--- config.mk ---
export PLATFORM = sky130hd
export DESIGN_NAME = nasti_stream_reader
export DESIGN_NICKNAME = d
export VERILOG_FILES = /design/src/rtl/nasti_stream_reader.sv
export SDC_FILE = /design/constraint.sdc
export NUM_CORES = 1
export LEC_CHECK = 0
export CAP_MARGIN = 20
export CORE_MARGIN = 1
export CORE_UTILIZATION = 50
export DETAILED_ROUTE_END_ITERATION = 8
export PLACE_DENSITY = 0.7
export SKIP_LAST_GASP = 1
export SYNTH_ARGS = -nofsm -noshare
export SYNTH_HDL_FRONTEND = slang
export SYNTH_SLANG_ARGS = --single-unit
--- constraint.sdc ---
create_clock -name aclk -period 20.1 [get_ports aclk]
set_input_delay 5.025 -clock aclk [delete_from_list [all_inputs] [get_ports aclk]]
set_output_delay 5.025 -clock aclk [all_outputs]
set_load 0.01 [all_outputs]
--- src/rtl/nasti_stream_reader.sv ---
// Read mover: fetches r_len 64-bit words from NASTI memory in INCR bursts and replays them on a
// stream master. Optional sticky read-error flag under NASTI_STREAM_READER_ERR_EN.
module nasti_stream_reader #(
    parameter int unsigned ADDR_WIDTH       = 64,
    parameter int unsigned DATA_WIDTH       = 64,
    parameter int unsigned MAX_BURST_LENGTH = 8,
    parameter int unsigned LEN_WIDTH        = 16
) (
    input  logic                      aclk,
    input  logic                      aresetn,
    // memory read side
    output logic                      src_ar_valid_o,
    input  logic                      src_ar_ready_i,
    output logic [ADDR_WIDTH-1:0]     src_ar_addr_o,
    output logic [7:0]                src_ar_len_o,
    output logic [2:0]                src_ar_size_o,
    output logic [1:0]                src_ar_burst_o,
    output logic                      src_ar_id_o,
    output logic [3:0]                src_ar_cache_o,
    output logic [2:0]                src_ar_prot_o,
    output logic                      src_ar_lock_o,
    input  logic                      src_r_valid_i,
    output logic                      src_r_ready_o,
    input  logic [DATA_WIDTH-1:0]     src_r_data_i,
    input  logic                      src_r_last_i,
    input  logic [1:0]                src_r_resp_i,
    output logic                      src_aw_valid_o,
    output logic                      src_w_valid_o,
    output logic                      src_b_ready_o,
    // stream side
    output logic                      dest_t_valid_o,
    input  logic                      dest_t_ready_i,
    output logic [DATA_WIDTH-1:0]     dest_t_data_o,
    output logic [DATA_WIDTH/8-1:0]   dest_t_keep_o,
    output logic [DATA_WIDTH/8-1:0]   dest_t_strb_o,
    output logic                      dest_t_last_o,
    // request
    input  logic [ADDR_WIDTH-1:0]     r_src_i,
    input  logic [LEN_WIDTH-1:0]      r_len_i,
    input  logic                      r_valid_i,
    output logic                      r_ready_o
`ifdef NASTI_STREAM_READER_ERR_EN
    ,
    output logic                      err_o
`endif
);

    localparam int unsigned BytesPerBeat = DATA_WIDTH / 8;
    localparam int unsigned AlignBits    = $clog2(BytesPerBeat);
    localparam int unsigned PtrW         = $clog2(MAX_BURST_LENGTH);
    localparam int unsigned CntW         = PtrW + 1;

    typedef enum logic [2:0] {StIdle, StNull, StAddr, StRead, StStream} state_e;

    state_e                  state_q, state_d;
    logic                    req_ready_q, req_ready_d;
    logic                    ar_valid_q, ar_valid_d;
    logic [ADDR_WIDTH-1:0]   ar_addr_q, ar_addr_d;
    logic [7:0]              ar_len_q, ar_len_d;
    logic                    rd_en_q, rd_en_d;
    logic                    t_valid_q, t_valid_d;
    logic [ADDR_WIDTH-1:0]   addr_q, addr_d;
    logic [LEN_WIDTH-1:0]    remain_q, remain_d;
    logic [CntW-1:0]         burst_n_q, burst_n_d;
    logic [CntW-1:0]         wr_ptr_q, wr_ptr_d;
    logic [PtrW-1:0]         rd_ptr_q, rd_ptr_d;
    logic [DATA_WIDTH-1:0]   mem_q [MAX_BURST_LENGTH];

    logic                    req_fire, ar_fire, r_fire, t_fire;
    logic [CntW-1:0]         next_n;
    logic                    last_entry;
    logic                    final_burst;

    assign req_fire    = r_valid_i && req_ready_q;
    assign ar_fire     = ar_valid_q && src_ar_ready_i;
    assign r_fire      = src_r_valid_i && rd_en_q;
    assign t_fire      = t_valid_q && dest_t_ready_i;
    assign last_entry  = ({1'b0, rd_ptr_q} == burst_n_q - CntW'(1));
    assign final_burst = (remain_q == LEN_WIDTH'(burst_n_q));

    always_comb begin
        next_n = CntW'(MAX_BURST_LENGTH);
        if (remain_q < LEN_WIDTH'(MAX_BURST_LENGTH)) begin
            next_n = remain_q[CntW-1:0];
        end
    end

    always_comb begin
        state_d     = state_q;
        req_ready_d = req_ready_q;
        ar_valid_d  = ar_valid_q;
        ar_addr_d   = ar_addr_q;
        ar_len_d    = ar_len_q;
        rd_en_d     = rd_en_q;
        t_valid_d   = t_valid_q;
        addr_d      = addr_q;
        remain_d    = remain_q;
        burst_n_d   = burst_n_q;
        wr_ptr_d    = wr_ptr_q;
        rd_ptr_d    = rd_ptr_q;
        unique case (state_q)
            StIdle: begin
                if (req_fire) begin
                    addr_d      = r_src_i & ~ADDR_WIDTH'(BytesPerBeat - 1);
                    remain_d    = r_len_i;
                    req_ready_d = 1'b0;
                end else if (!req_ready_q) begin
                    // a request (or the remainder of one) is pending
                    if (remain_q == '0) begin
                        t_valid_d = 1'b1;
                        state_d   = StNull;
                    end else begin
                        burst_n_d  = next_n;
                        ar_valid_d = 1'b1;
                        ar_addr_d  = addr_q;
                        ar_len_d   = 8'(next_n - CntW'(1));
                        state_d    = StAddr;
                    end
                end
            end
            StNull: begin
                if (t_fire) begin
                    t_valid_d   = 1'b0;
                    req_ready_d = 1'b1;
                    state_d     = StIdle;
                end
            end
            StAddr: begin
                if (ar_fire) begin
                    ar_valid_d = 1'b0;
                    rd_en_d    = 1'b1;
                    wr_ptr_d   = '0;
                    state_d    = StRead;
                end
            end
            StRead: begin
                if (r_fire) begin
                    wr_ptr_d = wr_ptr_q + CntW'(1);
                    if (src_r_last_i) begin
                        // stream what actually arrived, even on a short burst
                        burst_n_d = wr_ptr_q + CntW'(1);
                        rd_en_d   = 1'b0;
                        rd_ptr_d  = '0;
                        t_valid_d = 1'b1;
                        state_d   = StStream;
                    end
                end
            end
            StStream: begin
                if (t_fire) begin
                    if (last_entry) begin
                        addr_d    = addr_q + (ADDR_WIDTH'(burst_n_q) << AlignBits);
                        remain_d  = remain_q - LEN_WIDTH'(burst_n_q);
                        t_valid_d = 1'b0;
                        state_d   = StIdle;
                        if (final_burst) begin
                            req_ready_d = 1'b1;
                        end
                    end else begin
                        rd_ptr_d = rd_ptr_q + PtrW'(1);
                    end
                end
            end
            default: state_d = StIdle;
        endcase
    end

    always_ff @(posedge aclk or negedge aresetn) begin
        if (!aresetn) begin
            state_q     <= StIdle;
            req_ready_q <= 1'b1;
            ar_valid_q  <= 1'b0;
            ar_addr_q   <= '0;
            ar_len_q    <= '0;
            rd_en_q     <= 1'b0;
            t_valid_q   <= 1'b0;
            addr_q      <= '0;
            remain_q    <= '0;
            burst_n_q   <= '0;
            wr_ptr_q    <= '0;
            rd_ptr_q    <= '0;
        end else begin
            state_q     <= state_d;
            req_ready_q <= req_ready_d;
            ar_valid_q  <= ar_valid_d;
            ar_addr_q   <= ar_addr_d;
            ar_len_q    <= ar_len_d;
            rd_en_q     <= rd_en_d;
            t_valid_q   <= t_valid_d;
            addr_q      <= addr_d;
            remain_q    <= remain_d;
            burst_n_q   <= burst_n_d;
            wr_ptr_q    <= wr_ptr_d;
            rd_ptr_q    <= rd_ptr_d;
        end
    end

    always_ff @(posedge aclk) begin
        if (state_q == StRead && r_fire) begin
            mem_q[wr_ptr_q[PtrW-1:0]] <= src_r_data_i;
        end
    end

    always_ff @(posedge aclk) begin
        if (aresetn) begin
            if (req_fire) begin
                assert ((r_src_i & ADDR_WIDTH'(BytesPerBeat - 1)) == '0)
                else $error("nasti_stream_reader: misaligned r_src %0h", r_src_i);
            end
            if (state_q == StRead && r_fire && src_r_last_i) begin
                assert (wr_ptr_q + CntW'(1) == burst_n_q)
                else $error("nasti_stream_reader: r_last after %0d beats, expected %0d",
                            wr_ptr_q + CntW'(1), burst_n_q);
            end
        end
    end

`ifdef NASTI_STREAM_READER_ERR_EN
    logic err_q;

    always_ff @(posedge aclk or negedge aresetn) begin
        if (!aresetn) begin
            err_q <= 1'b0;
        end else if (req_fire) begin
            err_q <= 1'b0;
        end else if (r_fire && src_r_resp_i[1]) begin
            err_q <= 1'b1;
        end
    end

    assign err_o = err_q;
`else
    logic unused_resp;
    assign unused_resp = ^src_r_resp_i;
`endif

    assign r_ready_o      = req_ready_q;
    assign src_ar_valid_o = ar_valid_q;
    assign src_ar_addr_o  = ar_addr_q;
    assign src_ar_len_o   = ar_len_q;
    assign src_ar_size_o  = 3'(AlignBits);
    assign src_ar_burst_o = 2'b01;
    assign src_ar_id_o    = 1'b0;
    assign src_ar_cache_o = 4'b0000;
    assign src_ar_prot_o  = 3'b000;
    assign src_ar_lock_o  = 1'b0;
    assign src_r_ready_o  = rd_en_q;
    assign src_aw_valid_o = 1'b0;
    assign src_w_valid_o  = 1'b0;
    assign src_b_ready_o  = 1'b0;

    assign dest_t_valid_o = t_valid_q;
    assign dest_t_data_o  = (state_q == StStream) ? mem_q[rd_ptr_q] : '0;
    assign dest_t_keep_o  = (state_q == StNull) ? '0 : '1;
    assign dest_t_strb_o  = (state_q == StNull) ? '0 : '1;
    assign dest_t_last_o  = (state_q == StNull) ||
                            (state_q == StStream && last_entry && final_burst);

endmodule

==> results_dict.tcl <==
set metrics [dict create \
    synth-async-reset-ratio_pct 23.9 \
    clk_pin_slew_worst_paths_ps 60 \
    cts_buffers 70 \
    worstPathRequired_ps 15070 \
    finalWirelength_um 68200 \
    period_needed_ps 8980 \
    finalInstanceArea_um2 34600 \
    setup_viol 0 \
    cp_data_arrival_time_ps 3950 \
    synth_warnings 0 \
    cts_buffer_depth 3 \
    avgSynthCellArea_um2 15.8 \
    reg2reg_depth 5 \
    p_int_w 0.00302 \
    cp-start-kind "flop" \
    worst_pin_slew_ps 1030 \
    ios 327 \
    drv_cap 0 \
    r2r_end "mem_q[4][44]" \
    postCtsSetupRepairBufs 0 \
    clockPowerShare_pct 29.9 \
    synth_top_area_cell "edfxtp_1" \
    die_w_um 242 \
    cts_tree "yes" \
    p_leak_nw 11.4 \
    min_to "src_ar_addr_o[20]" \
    cp_slowest_stage_delay_ps 1010 \
    relSlewSlack_pct 31.5 \
    synthCells 1822 \
    worstPathCellList "buf_4, mux4_2, mux2i_1, nor2_1, clkdlybuf4s50_1" \
    ff_latch_area_um2 19400 \
    dr.pass1.iters 7 \
    antenna_left 0 \
    cts_resized 0 \
    crit_path_max_fanout 46 \
    multi_input_area_um2 8580 \
    start_util_pct 50.8 \
    die_h_um 242 \
    min_path_type "flop to flop" \
    synth.most_common_cell "edfxtp_1" \
    critical_path.startpoint "rd_ptr_q[0]" \
    num-fill-cells 4205 \
    drtIter0Drc 1230 \
    finClkSkew_ps 51.7 \
    area_growth_syn_to_layout_pct 20.2 \
    finalSetupTns_ps 0 \
    synth_edf_count 512 \
    wl_per_cell_um 23.5 \
    peakVddDrop_uv 82.4 \
    rsz0062_at_grt "false" \
    swShare_pct 30.1 \
    seq_area_frac_synth_pct 67.5 \
    synth_top_area_share_pct 53.5 \
    grt.overflow.total 0 \
    clock_latency_ps 640 \
    grt_max_degree 93 \
    synthTopCellsByArea "edfxtp_1, dfrtp_1, mux4_2" \
    power_w 0.00431 \
    core_area_um2 56600 \
    dieArea_um2 58400 \
    cts.sinks 673 \
    pwr-share-comb_pct 26.5 \
    nets 2259 \
    min_from "src_ar_addr_o[20]" \
    switchingPower_w 0.00130 \
    grt_usage_pct 23.6 \
    grt_pass1_vias 17400 \
    drv_slew 0 \
    rows 87 \
    ff2ff_setup_slack_ps 16380 \
    port_buffers 301 \
    critPathSlowestCell "dfrtp_4" \
    htree_num_levels 3 \
    cp_num_buf_inv 2 \
    worstReg2RegStart "state_q[1]" \
    holdBufCountCts 0 \
    ys_types 92 \
    grt_pass1_wl_um 105000 \
    vias 17200 \
    hold_violations 0 \
    clockRootBuffer "clkbuf_16" \
    place_area_um2 32300 \
    ys.flop_type "edfxtp_1" \
    holdPathStages 2 \
    drcViolationCount 0 \
    synth_area_um2 28700 \
    antenna_found_initial 8 \
    drive_gt1_share_pct 17.0 \
    cp-end-kind "primary output" \
    synth-seq-cells 673 \
    crit_type "flop to primary output" \
    powerDensity_nw_per_um2 125 \
    dp_hpwl_um 40300 \
    cp_top_family "buffers and inverters" \
    fmax_mhz 111 \
    synth_common_cells "edfxtp_1, dfrtp_1, mux4_2, nor2_1" \
    globalplace.congestion 0.903 \
    fin_crit_sh_pct 44.7 \
    vias_per_cell 5.94 \
    status "finished, final reports clean" \
    seq_power_share_pct 43.6 \
]
[cells by family (layout without fill, tap and decap cells)]
group	Yosys count	count (layout)	synth area share [%]
multiplexers	252	252	14.6
AO/OA/AOI/OAI	291	291	6.61
AND/OR/NAND/NOR	413	413	7.27
adder cells (fa/ha/maj)	14	14	0.662
other	2	22	0.0261
buffers and inverters	170	473	3.10
XOR/XNOR	7	7	0.213
flip-flops	673	673	67.5
[routing by layer]
metal  wire (um)  track usage, %
met1       27400            30.9
met2       33900            39.1
met3        4950            4.99
met4        1900            8.08
met5          88               0
[registers in the layout (all words and copies together), names as in the netlist]
name / count
src_ar_addr_o: 61
wr_ptr_q: 4
src_ar_valid_o: 1
dest_t_valid_o: 1
mem_q: 512
src_ar_len_o: 5
burst_n_q: 4
rd_ptr_q: 3
r_ready_o: 1
state_q: 3
remain_q: 16
src_r_ready_o: 1
addr_q: 61
[per-stage QoR]
step | hold slack, ps | cells | util (%) | setup WS [ps]
6_report | 474 | 2901 | 61.0 | 11120
5_1_grt | 493 | 2900 | 61.0 | 10770
4_1_cts | 482 | 2899 | 61.0 | 10910
3_5_place_dp | 470 | 2776 | 57.0 | 11580
3_3_place_gp | 461 | 2775 | 56.9 | 11610
2_1_floorplan | 460 | 1840 | - | 8190
[how the worst max path moves through the flow]
stage                     cells past startpoint  slack (ps)                end
after floorplan                               2        8190        mem_q[0][0]
after global placement                        5       11610  dest_t_data_o[61]
after detailed placement                      5       11580  dest_t_data_o[61]
after CTS                                     5       10910  dest_t_data_o[61]
after global routing                          5       10770  dest_t_data_o[35]
final                                         5       11120  dest_t_data_o[61]
[power by group through the flow]
stage          clock network [W]  registers (W)  logic (W)
2_1_floorplan                  0        0.00184   0.000798
3_3_place_gp                   0        0.00190    0.00113
3_5_place_dp                   0        0.00191    0.00115
4_1_cts                  0.00132        0.00188    0.00115
5_1_grt                  0.00137        0.00191    0.00124
6_report                 0.00129        0.00188    0.00114
[layout by cell type (no fill, tap or decap), drive strengths merged, types with 7 or more instances in the layout]
cell / instances
o21a: 10
o21ai: 74
buf: 28
inv: 26
nor4: 18
mux4: 128
a21oi: 90
nand4: 27
mux2: 56
and3: 19
o31ai: 7
clkbuf: 88
o32ai: 14
clkdlybuf4s50: 300
or3: 7
mux2i: 68
edfxtp: 512
nor3: 44
clkinv: 23
o22ai: 22
nor2: 128
dfrtp: 160
nand3: 43
conb: 20
a211oi: 10
ha: 12
nand2: 88
[layout make-up]
type / count / share of cell area [%]
sequential: 673 / 56.2
clock buffer: 88 / 5.41
clock inverter: 35 / 1.24
timing repair buffer: 328 / 9.35
inverter: 22 / 0.239
tap: 756 / 2.74
multi-input combinational: 997 / 24.8
antenna: 2 / 0.0145
[tightest hold or removal path: cells and delay by family (launching register included)]
family,cells,cell delay [ps]
AOI/OAI and AO/OA,1,60
DFF,1,340
and+or+nand+nor,1,50
No activity file was read; power rests on OpenSTA's default activity.
